==> src/rtl/debug_pkg.sv <==
// debug_pkg: shared definitions for the UART debug sequencer.
//   - host command byte codes
//   - sequencer FSM state encoding
//   - HALT_WORD, the instruction word that terminates a download
package debug_pkg;

  localparam logic [7:0] CMD_START     = 8'h01;
  localparam logic [7:0] CMD_CONT      = 8'h02;
  localparam logic [7:0] CMD_STEP_MODE = 8'h03;
  localparam logic [7:0] CMD_REPROG    = 8'h05;
  localparam logic [7:0] CMD_STEP      = 8'h06;

  localparam logic [31:0] HALT_WORD = 32'hFFFF_FFFF;

  typedef enum logic [2:0] {
    IDLE,
    PROG,
    MODE,
    RUN,
    STEP_WAIT,
    STEP_EXEC,
    REPORT,
    DONE
  } seq_state_t;

endpackage

==> src/rtl/report_serializer.sv <==
// report_serializer: sends a W-bit snapshot as W/8 bytes, MSB byte first,
// over a start/done byte handshake.
//   clk, rst  : clock, async active-high reset (aborts any transfer)
//   start     : one-cycle strobe, captures data and issues the first byte
//   data      : snapshot to send
//   tx_done   : transmitter finished the current byte
//   tx_data   : current byte, held from tx_start until tx_done
//   tx_start  : one-cycle request per byte
//   done      : one-cycle strobe after the last byte's tx_done
module report_serializer #(
  parameter int W = 64
) (
  input  logic         clk,
  input  logic         rst,
  input  logic         start,
  input  logic [W-1:0] data,
  input  logic         tx_done,
  output logic [7:0]   tx_data,
  output logic         tx_start,
  output logic         done
);

  localparam int NBYTES = W / 8;
  localparam int CW     = (NBYTES > 1) ? $clog2(NBYTES) : 1;

  logic [W-1:0]  shreg;
  logic [CW-1:0] left;
  logic          busy;

  always_ff @(posedge clk or posedge rst) begin
    if (rst) begin
      shreg    <= '0;
      left     <= '0;
      busy     <= 1'b0;
      tx_data  <= '0;
      tx_start <= 1'b0;
      done     <= 1'b0;
    end else begin
      tx_start <= 1'b0;
      done     <= 1'b0;
      if (start) begin
        tx_data  <= data[W-1 -: 8];
        shreg    <= data << 8;
        left     <= CW'(NBYTES - 1);
        tx_start <= 1'b1;
        busy     <= 1'b1;
      end else if (busy && tx_done) begin
        if (left == '0) begin
          busy <= 1'b0;
          done <= 1'b1;
        end else begin
          // next byte goes out the cycle after the previous one completed
          tx_data  <= shreg[W-1 -: 8];
          shreg    <= shreg << 8;
          left     <= left - CW'(1);
          tx_start <= 1'b1;
        end
      end
    end
  end

endmodule

==> src/rtl/debug_sequencer.sv <==
// debug_sequencer: UART-driven loader and run controller for a pipeline.
// Host downloads a program word by word (MSB byte first), then selects
// free-running or single-step execution; after each stop the PC and the
// enabled-cycle count are reported back as 8 bytes.
//   CLK100MHZ, SWITCH_RESET : clock, async active-high reset
//   rx_data/rx_done         : received byte + strobe
//   tx_data/tx_start/tx_done: transmit byte handshake
//   halt, pc                : pipeline status
//   cpu_enable, cpu_reset   : pipeline clock-enable and sync reset pulse
//   imem_*                  : instruction memory write port
module debug_sequencer
  import debug_pkg::*;
#(
  parameter int LEN      = 32,
  parameter int ADDR_LEN = 10
) (
  input  logic                CLK100MHZ,
  input  logic                SWITCH_RESET,
  input  logic [7:0]          rx_data,
  input  logic                rx_done,
  output logic [7:0]          tx_data,
  output logic                tx_start,
  input  logic                tx_done,
  input  logic                halt,
  input  logic [LEN-1:0]      pc,
  output logic                cpu_enable,
  output logic                cpu_reset,
  output logic                imem_wr_en,
  output logic [ADDR_LEN-1:0] imem_addr,
  output logic [LEN-1:0]      imem_wr_data
);

  localparam int NB  = LEN / 8;
  localparam int BCW = (NB > 1) ? $clog2(NB) : 1;

  seq_state_t     state;
  logic [BCW-1:0] byte_cnt;
  logic [LEN-1:0] word;
  logic [LEN-1:0] next_word;
  logic [LEN-1:0] cycle_count;
  logic           halt_flag;
  logic           addr_inc;
  logic           rep_go;
  logic           rep_done;

  assign next_word = {word[LEN-9:0], rx_data};

  // halt gates the enable in the same cycle so no extra instruction issues
  assign cpu_enable = (state == RUN || state == STEP_EXEC) && !halt;

  always_ff @(posedge CLK100MHZ or posedge SWITCH_RESET) begin
    if (SWITCH_RESET) begin
      state        <= IDLE;
      cpu_reset    <= 1'b1;
      imem_wr_en   <= 1'b0;
      imem_addr    <= '0;
      imem_wr_data <= '0;
      word         <= '0;
      byte_cnt     <= '0;
      cycle_count  <= '0;
      halt_flag    <= 1'b0;
      addr_inc     <= 1'b0;
      rep_go       <= 1'b0;
    end else begin
      cpu_reset  <= 1'b0;
      imem_wr_en <= 1'b0;
      addr_inc   <= 1'b0;
      rep_go     <= 1'b0;

      if (cpu_reset)
        cycle_count <= '0;
      else if (cpu_enable && cycle_count != '1)
        cycle_count <= cycle_count + LEN'(1);

      // address advances after the write strobe, so the strobe sees the old one
      if (addr_inc)
        imem_addr <= imem_addr + ADDR_LEN'(1);

      case (state)
        IDLE, DONE: begin
          if (rx_done && rx_data == ((state == IDLE) ? CMD_START : CMD_REPROG)) begin
            state     <= PROG;
            cpu_reset <= 1'b1;
            imem_addr <= '0;
            byte_cnt  <= '0;
            word      <= '0;
            halt_flag <= 1'b0;
          end
        end
        PROG: begin
          if (rx_done) begin
            word     <= next_word;
            byte_cnt <= byte_cnt + BCW'(1);
            if (byte_cnt == BCW'(NB - 1)) begin
              byte_cnt     <= '0;
              imem_wr_en   <= 1'b1;
              imem_wr_data <= next_word;
              // last slot of memory also ends the download: never wrap
              if (next_word == LEN'(HALT_WORD) || imem_addr == '1)
                state <= MODE;
              else
                addr_inc <= 1'b1;
            end
          end
        end
        MODE: begin
          if (rx_done) begin
            if (rx_data == CMD_CONT)           state <= RUN;
            else if (rx_data == CMD_STEP_MODE) state <= STEP_WAIT;
          end
        end
        RUN: begin
          if (halt) begin
            halt_flag <= 1'b1;
            state     <= REPORT;
            rep_go    <= 1'b1;
          end
        end
        STEP_WAIT: begin
          if (rx_done && rx_data == CMD_STEP)
            state <= STEP_EXEC;
        end
        STEP_EXEC: begin
          if (halt)
            halt_flag <= 1'b1;
          state  <= REPORT;
          rep_go <= 1'b1;
        end
        REPORT: begin
          if (rep_done)
            state <= halt_flag ? DONE : STEP_WAIT;
        end
        default: state <= IDLE;
      endcase
    end
  end

  // Snapshot is taken in the first REPORT cycle, so the count already
  // includes the step executed in STEP_EXEC.
  report_serializer #(.W(2 * LEN)) u_ser (
    .clk      (CLK100MHZ),
    .rst      (SWITCH_RESET),
    .start    (rep_go),
    .data     ({pc, cycle_count}),
    .tx_done  (tx_done),
    .tx_data  (tx_data),
    .tx_start (tx_start),
    .done     (rep_done)
  );

endmodule

==> config.mk <==
export PLATFORM = sky130hd
export DESIGN_NAME = debug_sequencer
export DESIGN_NICKNAME = d
export VERILOG_FILES = /design/src/rtl/debug_pkg.sv /design/src/rtl/report_serializer.sv /design/src/rtl/debug_sequencer.sv
export SDC_FILE = /design/constraint.sdc
export NUM_CORES = 1
export LEC_CHECK = 0
export ABC_AREA = 1
export BUFFER_PORTS_ARGS = -buffer_cell sky130_fd_sc_hd__buf_2
export CORE_MARGIN = 8
export CORE_UTILIZATION = 40
export DETAILED_ROUTE_END_ITERATION = 10
export SYNTH_ARGS = -nofsm -noshare
export SYNTH_HDL_FRONTEND = slang
export SYNTH_SLANG_ARGS = --single-unit
export TNS_END_PERCENT = 5
==> constraint.sdc <==
create_clock -name CLK100MHZ -period 5.71 [get_ports CLK100MHZ]
set_input_delay 0.2855 -clock CLK100MHZ [delete_from_list [all_inputs] [get_ports CLK100MHZ]]
set_output_delay 0.2855 -clock CLK100MHZ [all_outputs]
set_load 0.03 [all_outputs]
; Yosys cells after proc, flatten, opt, wreduce, memory -nomap -nowiden
; Cells that the tools add are included.
; W data, S select, Z words.
[word_totals]
wordCells = 127
regBits = 186
in_bits = 45
[classes]
muxes = 57
add_sub_neg = 4
n_eq_ne = 26
reduce_logical = 23
[ops]
columns = operator, n
row1 = $mux W64, 3
row2 = $mux W32, 2
row3 = $mux W24, 2
row4 = $pmux W24 S2, 1
row5 = $mux W3, 14
row6 = $add A32 B1 Y32 const B, 1
row7 = $eq A32 B32 Y1 const B, 1
row8 = $ne A32 B32 Y1 const B, 1
row9 = $mux W10, 3
row10 = $mux W8, 3
row11 = $mux W1, 21
row12 = $pmux W3 S7, 1
row13 = $eq A8 B2 Y1 const B, 2
row14 = $ne A2 B2 Y1 const B, 8
row15 = $eq A3 B3 Y1 const B, 4
row16 = $add A10 B1 Y10 const B, 1
row17 = $eq A10 B10 Y1 const B, 1
row18 = $reduce_bool A2 Y1, 5
row19 = $reduce_and A3 Y1, 3
row20 = $reduce_and A9 Y1, 1
row21 = $eq A8 B3 Y1, 1
row22 = $eq A8 B3 Y1 const B, 1
row23 = $mux W2, 4
row24 = $eq A3 B2 Y1 const B, 2
row25 = other kinds (14), 24

; Longest topological paths before layout
[logic_depth]
depth_word = 6
mapped_depth = 13
mapped_depth_nobuf = 11

; Hierarchy
; A second synthesis with hierarchy kept.
[hier_totals]
hier_cells = 1244
area_unflattened_um2 = 9285.2
[modules_own_cells]
columns = module, cells_per_inst, n_inst, area_each_um2
row1 = debug_sequencer, 743, 1, 5586.6
row2 = report_serializer, 501, 1, 3698.5

; Least setup slack after synthesis
; Ideal clock, no wire load.
[synth_timing]
kind = reg-to-reg
from = register cycle_count[0]
to = register cycle_count[26]
setup_ns = 0.074
stages_incl_launch_ff = 14
period_less_slack_ns = 1.743
required_ns = 5.636
n_path_buf = 2
t_arrival_ns = 1.669
setup_slack_ns = 3.967
cell_sequence = dfrtp_1 > ha_1 > inv_2 > nor2_4 > nand2_4 > nor2_8 > nand2_4 > nand2_4 > nand2_4 > inv_4 > buf_12 > buf_12 > nand2_2 > o21ai_2
[synth_via]
elab_chain_len = 3
elab_cells_between_ends = 6
classes_between = 1 x add/sub / 1 x eq/ne / 2 x mux / 2 x reduce/logical
[synth_lines]
columns = item, line
row1 = start: declaration, debug_sequencer.sv:40  ; logic [LEN-1:0] cycle_count;
row2 = start signal: assignment, debug_sequencer.sv:73  ; cycle_count <= cycle_count + LEN'(1);
row3 = $add A32 B1 Y32 / $ne A32 B32 Y1 (equally long branches), "debug_sequencer.sv:73, debug_sequencer.sv:72"
row4 = $mux W32 / $logic_and A1 B1 Y1 (equally long branches), debug_sequencer.sv:72  ; else if (cpu_enable && cycle_count != '1)
row5 = $mux W32 / $reduce_bool A2 Y1 (equally long branches), -
; Parallel ways exist; a longest one is shown, timed or not. The select of a mux whose other input is x is not followed.
; A chain may end at the register's enable or synchronous reset.

; Worst setup path in the final report
[layout_timing]
from = register state[2]
to = register imem_wr_data[1]
[layout_via]
elab_chain_len = 2
[layout_lines]
columns = item, line
row1 = start: declaration, debug_sequencer.sv:36  ; seq_state_t state;
row2 = start signal: assignment, debug_sequencer.sv:131  ; state <= halt_flag ? DONE : STEP_WAIT;
row3 = $eq A3 B1 Y1, debug_sequencer.sv:79  ; case (state)
row4 = $reduce_and A3 Y1 (no source line), -
row5 = end signal: assignment, debug_sequencer.sv:97  ; imem_wr_data <= next_word;
row6 = end: declaration, debug_sequencer.sv:30  ; output logic [LEN-1:0] imem_wr_data
; No other way between the ends.

==> flow_metrics.env <==
export IMPL_finalSetupTns_ns=0
export IMPL_grt_pass1_vias=7341
export IMPL_leakage_nw=5.05
export IMPL_drv_cap=0
export IMPL_via_per_inst=5.05
export IMPL_min_period_ns=3.01
export IMPL_start_kind="flip-flop"
export IMPL_yosysSeqAreaShare=0.502
export IMPL_min_path_type="in -> reg"
export IMPL_postRouteAntennaNets=0
export IMPL_rsz0062_at_grt="no"
export IMPL_antenna_cells=0
export IMPL_gp_congestion=0.868
export IMPL_hpwl_mm=15.4
export IMPL_grt_max_degree=79
export IMPL_die_w_um=165
export IMPL_syn2layout_area_growth_pct=13.9
export IMPL_synth_top_area_share=0.499
export IMPL_num_rows=54
export IMPL_worst_slew_pin_slew_ns=1.07
export IMPL_synth_distinct_cells=39
export IMPL_max_slew_margin=0.284
export IMPL_clk_pin_slew_ns=0.08
export IMPL_reg2reg_slack_ns=2.70
export IMPL_peakVddDrop_mv=0.220
export IMPL_start_util=0.407
export IMPL_combPwrFrac=0.329
export IMPL_grt_pass1_wl_mm=37.6
export IMPL_cp_end_kind="flip-flop"
export IMPL_syn_area_per_cell_um2=7.93
export IMPL_syn_inst=1120
export IMPL_routedWlPerCell_um=15.1
export IMPL_yosys_warnings=0
export IMPL_status="complete, no violations"
export IMPL_drt_pre_antenna_iters=5
export IMPL_crit_end="imem_wr_data[1]"
export IMPL_skew_ns=0.0120
export IMPL_routed_wirelength_mm=22.4
export IMPL_cts_tree="built"
export IMPL_grt_use_total=0.171
export IMPL_synth_area_leaders="dfrtp_1, nand2_1, nand3_1, nor2_1, inv_1"
export IMPL_swShare=0.412
export IMPL_setup_slack_ns=2.70
export IMPL_finalHoldViolCount=0
export IMPL_grt_antenna_before_repair=0
export IMPL_cts_buffer_depth=2
export IMPL_pin_count=99
export IMPL_syn_nets=1170
export IMPL_yosysMostFrequentCell="nand2_1"
export IMPL_worstSkewPairLatency_ns=0.43
export IMPL_reg2reg_depth=5
export IMPL_hold_depth=3
export IMPL_numCtsBuffers=17
export IMPL_drcViolationCount=0
export IMPL_cts_sinks=178
export IMPL_synth_commonest_cells="nand2_1, dfrtp_1, nand3_1"
export IMPL_crit_start="state[2]"
export IMPL_crit_required_ns=6.03
export IMPL_netlist_area_um2=8880
export IMPL_synth_edf_count=0
export IMPL_p_seq_frac=0.415
export IMPL_port_buffers=98
export IMPL_powerDensity_nw_per_um2=459
export IMPL_clock_fmax_mhz=332
export IMPL_cp_data_arrival_time_ns=3.33
export IMPL_reg2reg_from="state[2]"
export IMPL_async_flop_share=1.00
export IMPL_preCtsSetupSlack_ns=2.59
export IMPL_path_class="reg -> reg"
export IMPL_reg2reg_to="imem_wr_data[1]"
export IMPL_dieArea_um2=27200
export IMPL_setup_viol=0
export IMPL_slew_violations=0
export IMPL_nets=1243
export IMPL_clock_power_share=0.256
export IMPL_drive_gt1_frac=0.161
export IMPL_internal_power_w=0.00273
export IMPL_synth_main_ff_cell="dfrtp_1"
export IMPL_cts_resized=0
export IMPL_clockRootBuffer="clkbuf_16"
export IMPL_critPathMaxFanout=39
export IMPL_first_iter_violations=531
export IMPL_core_um2=21800
export IMPL_power_switching_w=0.00191
export IMPL_yosys_area_top_type="dfrtp_1"
export IMPL_overflow=0
export IMPL_fin_crit_sh=0.527
export IMPL_ys_ff_latch=178
export IMPL_ctsHtreeMaxLevel=4
export IMPL_via_count=7505
export IMPL_die_y_um=165
-- per-layer routing --
metal  track usage  vias up  routed length [µm]
met4        0.0381        0                 170
met3        0.0364       18                1010
met1         0.230     3561               10700
met2         0.278      139               10500
met5             0        -                   0
li1              -     3787                   -
-- critical path, stage by stage, from the launching register on --
cell and delay, ns:
dfrtp_1 0.40, inv_1 0.28, nand3_1 0.24, nor2_2 0.79, inv_1 0.78, o21ai_0 0.39
-- cell type report --
cell class	instances	area, µm²
flip-flops and latches	178	4460
clock buffers	18	429
multi-input cells	814	3870
clock inverters	14	160
well taps	280	350
inverters	77	297
repair buffers	105	546
fillers	2209	11700
-- state kept, by name, summed over array words and instances, names as in the netlist --
| signal | cells |
|---|---|
| u_ser.shreg | 56 |
| u_ser.busy | 1 |
| addr_inc | 1 |
| u_ser.tx_start | 1 |
| byte_cnt | 2 |
| u_ser.left | 3 |
| imem_wr_data | 32 |
| cpu_reset | 1 |
| imem_addr | 10 |
| state | 3 |
| u_ser.tx_data | 8 |
| u_ser.done | 1 |
| imem_wr_en | 1 |
| rep_go | 1 |
| word | 24 |
| cycle_count | 32 |
| halt_flag | 1 |
-- how the worst min path moves through the flow --
stage | from | end | slack [ns]
floorplan | rx_data[0] | imem_wr_data[0] | 0.40
global placement | SWITCH_RESET | u_ser.tx_data[4] | 0.45
detailed placement | SWITCH_RESET | u_ser.tx_data[7] | 0.45
CTS | pc[25] | u_ser.tx_data[1] | 0.05
global route | pc[25] | u_ser.tx_data[1] | 0.04
finish | pc[27] | u_ser.tx_data[3] | 0.07
-- power by group through the flow --
stage | Sequential (W) | Clock, W | Combinational [W]
2_1_floorplan | 0.00193 | 0 | 0.00117
3_3_place_gp | 0.00194 | 0 | 0.00151
3_5_place_dp | 0.00194 | 0 | 0.00154
4_1_cts | 0.00192 | 0.00121 | 0.00155
5_1_grt | 0.00198 | 0.00127 | 0.00174
6_report | 0.00193 | 0.00119 | 0.00153
-- cell families after synthesis --
family | synth area share
AND/OR/NAND/NOR | 0.346
flip-flops | 0.502
XOR/XNOR | 0.00987
AO/OA/AOI/OAI | 0.0712
adder cells (fa/ha/maj) | 0.00705
buffers and inverters | 0.0636
-- per-stage QoR --
| step | utilization | hold slack (ns) | instance area [µm²] | power, W | cells |
|---|---|---|---|---|---|
| after floorplan | - | 0.402 | 8880 | 0.00310 | 1120 |
| after global placement | 0.436 | 0.448 | 9510 | 0.00345 | 1453 |
| after detailed placement | 0.436 | 0.447 | 9510 | 0.00348 | 1453 |
| after CTS | 0.463 | 0.0522 | 10100 | 0.00468 | 1486 |
| after global routing | 0.463 | 0.0447 | 10100 | 0.00499 | 1486 |
| final | 0.463 | 0.0713 | 10100 | 0.00464 | 1486 |
-- layout by cell type (no fill, tap or decap), drive strengths merged --
cell type,synthesis,final
a211oi,16,16
a21oi,7,7
a22o,6,6
a31o,1,1
buf,17,104
bufinv,0,1
clkbuf,34,18
clkinv,2,3
clkinvlp,0,1
dfrtp,177,177
dfstp,1,1
dlygate4sd3,0,1
ha,5,5
inv,75,86
nand2,406,406
nand3,129,129
nand3b,3,3
nand4,33,33
nor2,117,117
nor3,16,16
nor4,1,1
o2111ai,1,1
o211a,1,1
o211ai,10,10
o21ai,46,46
o21bai,3,3
o311ai,1,1
or2,2,2
xnor2,4,4
xor2,6,6
-- what timing repair did --
item | 4_1_cts | 5_1_grt
endpoints found under the hold margin | 23 | 0
hold buffers | 1 | 0
buffers inserted | 0 | 0
(Power assumes the default switching activity.)
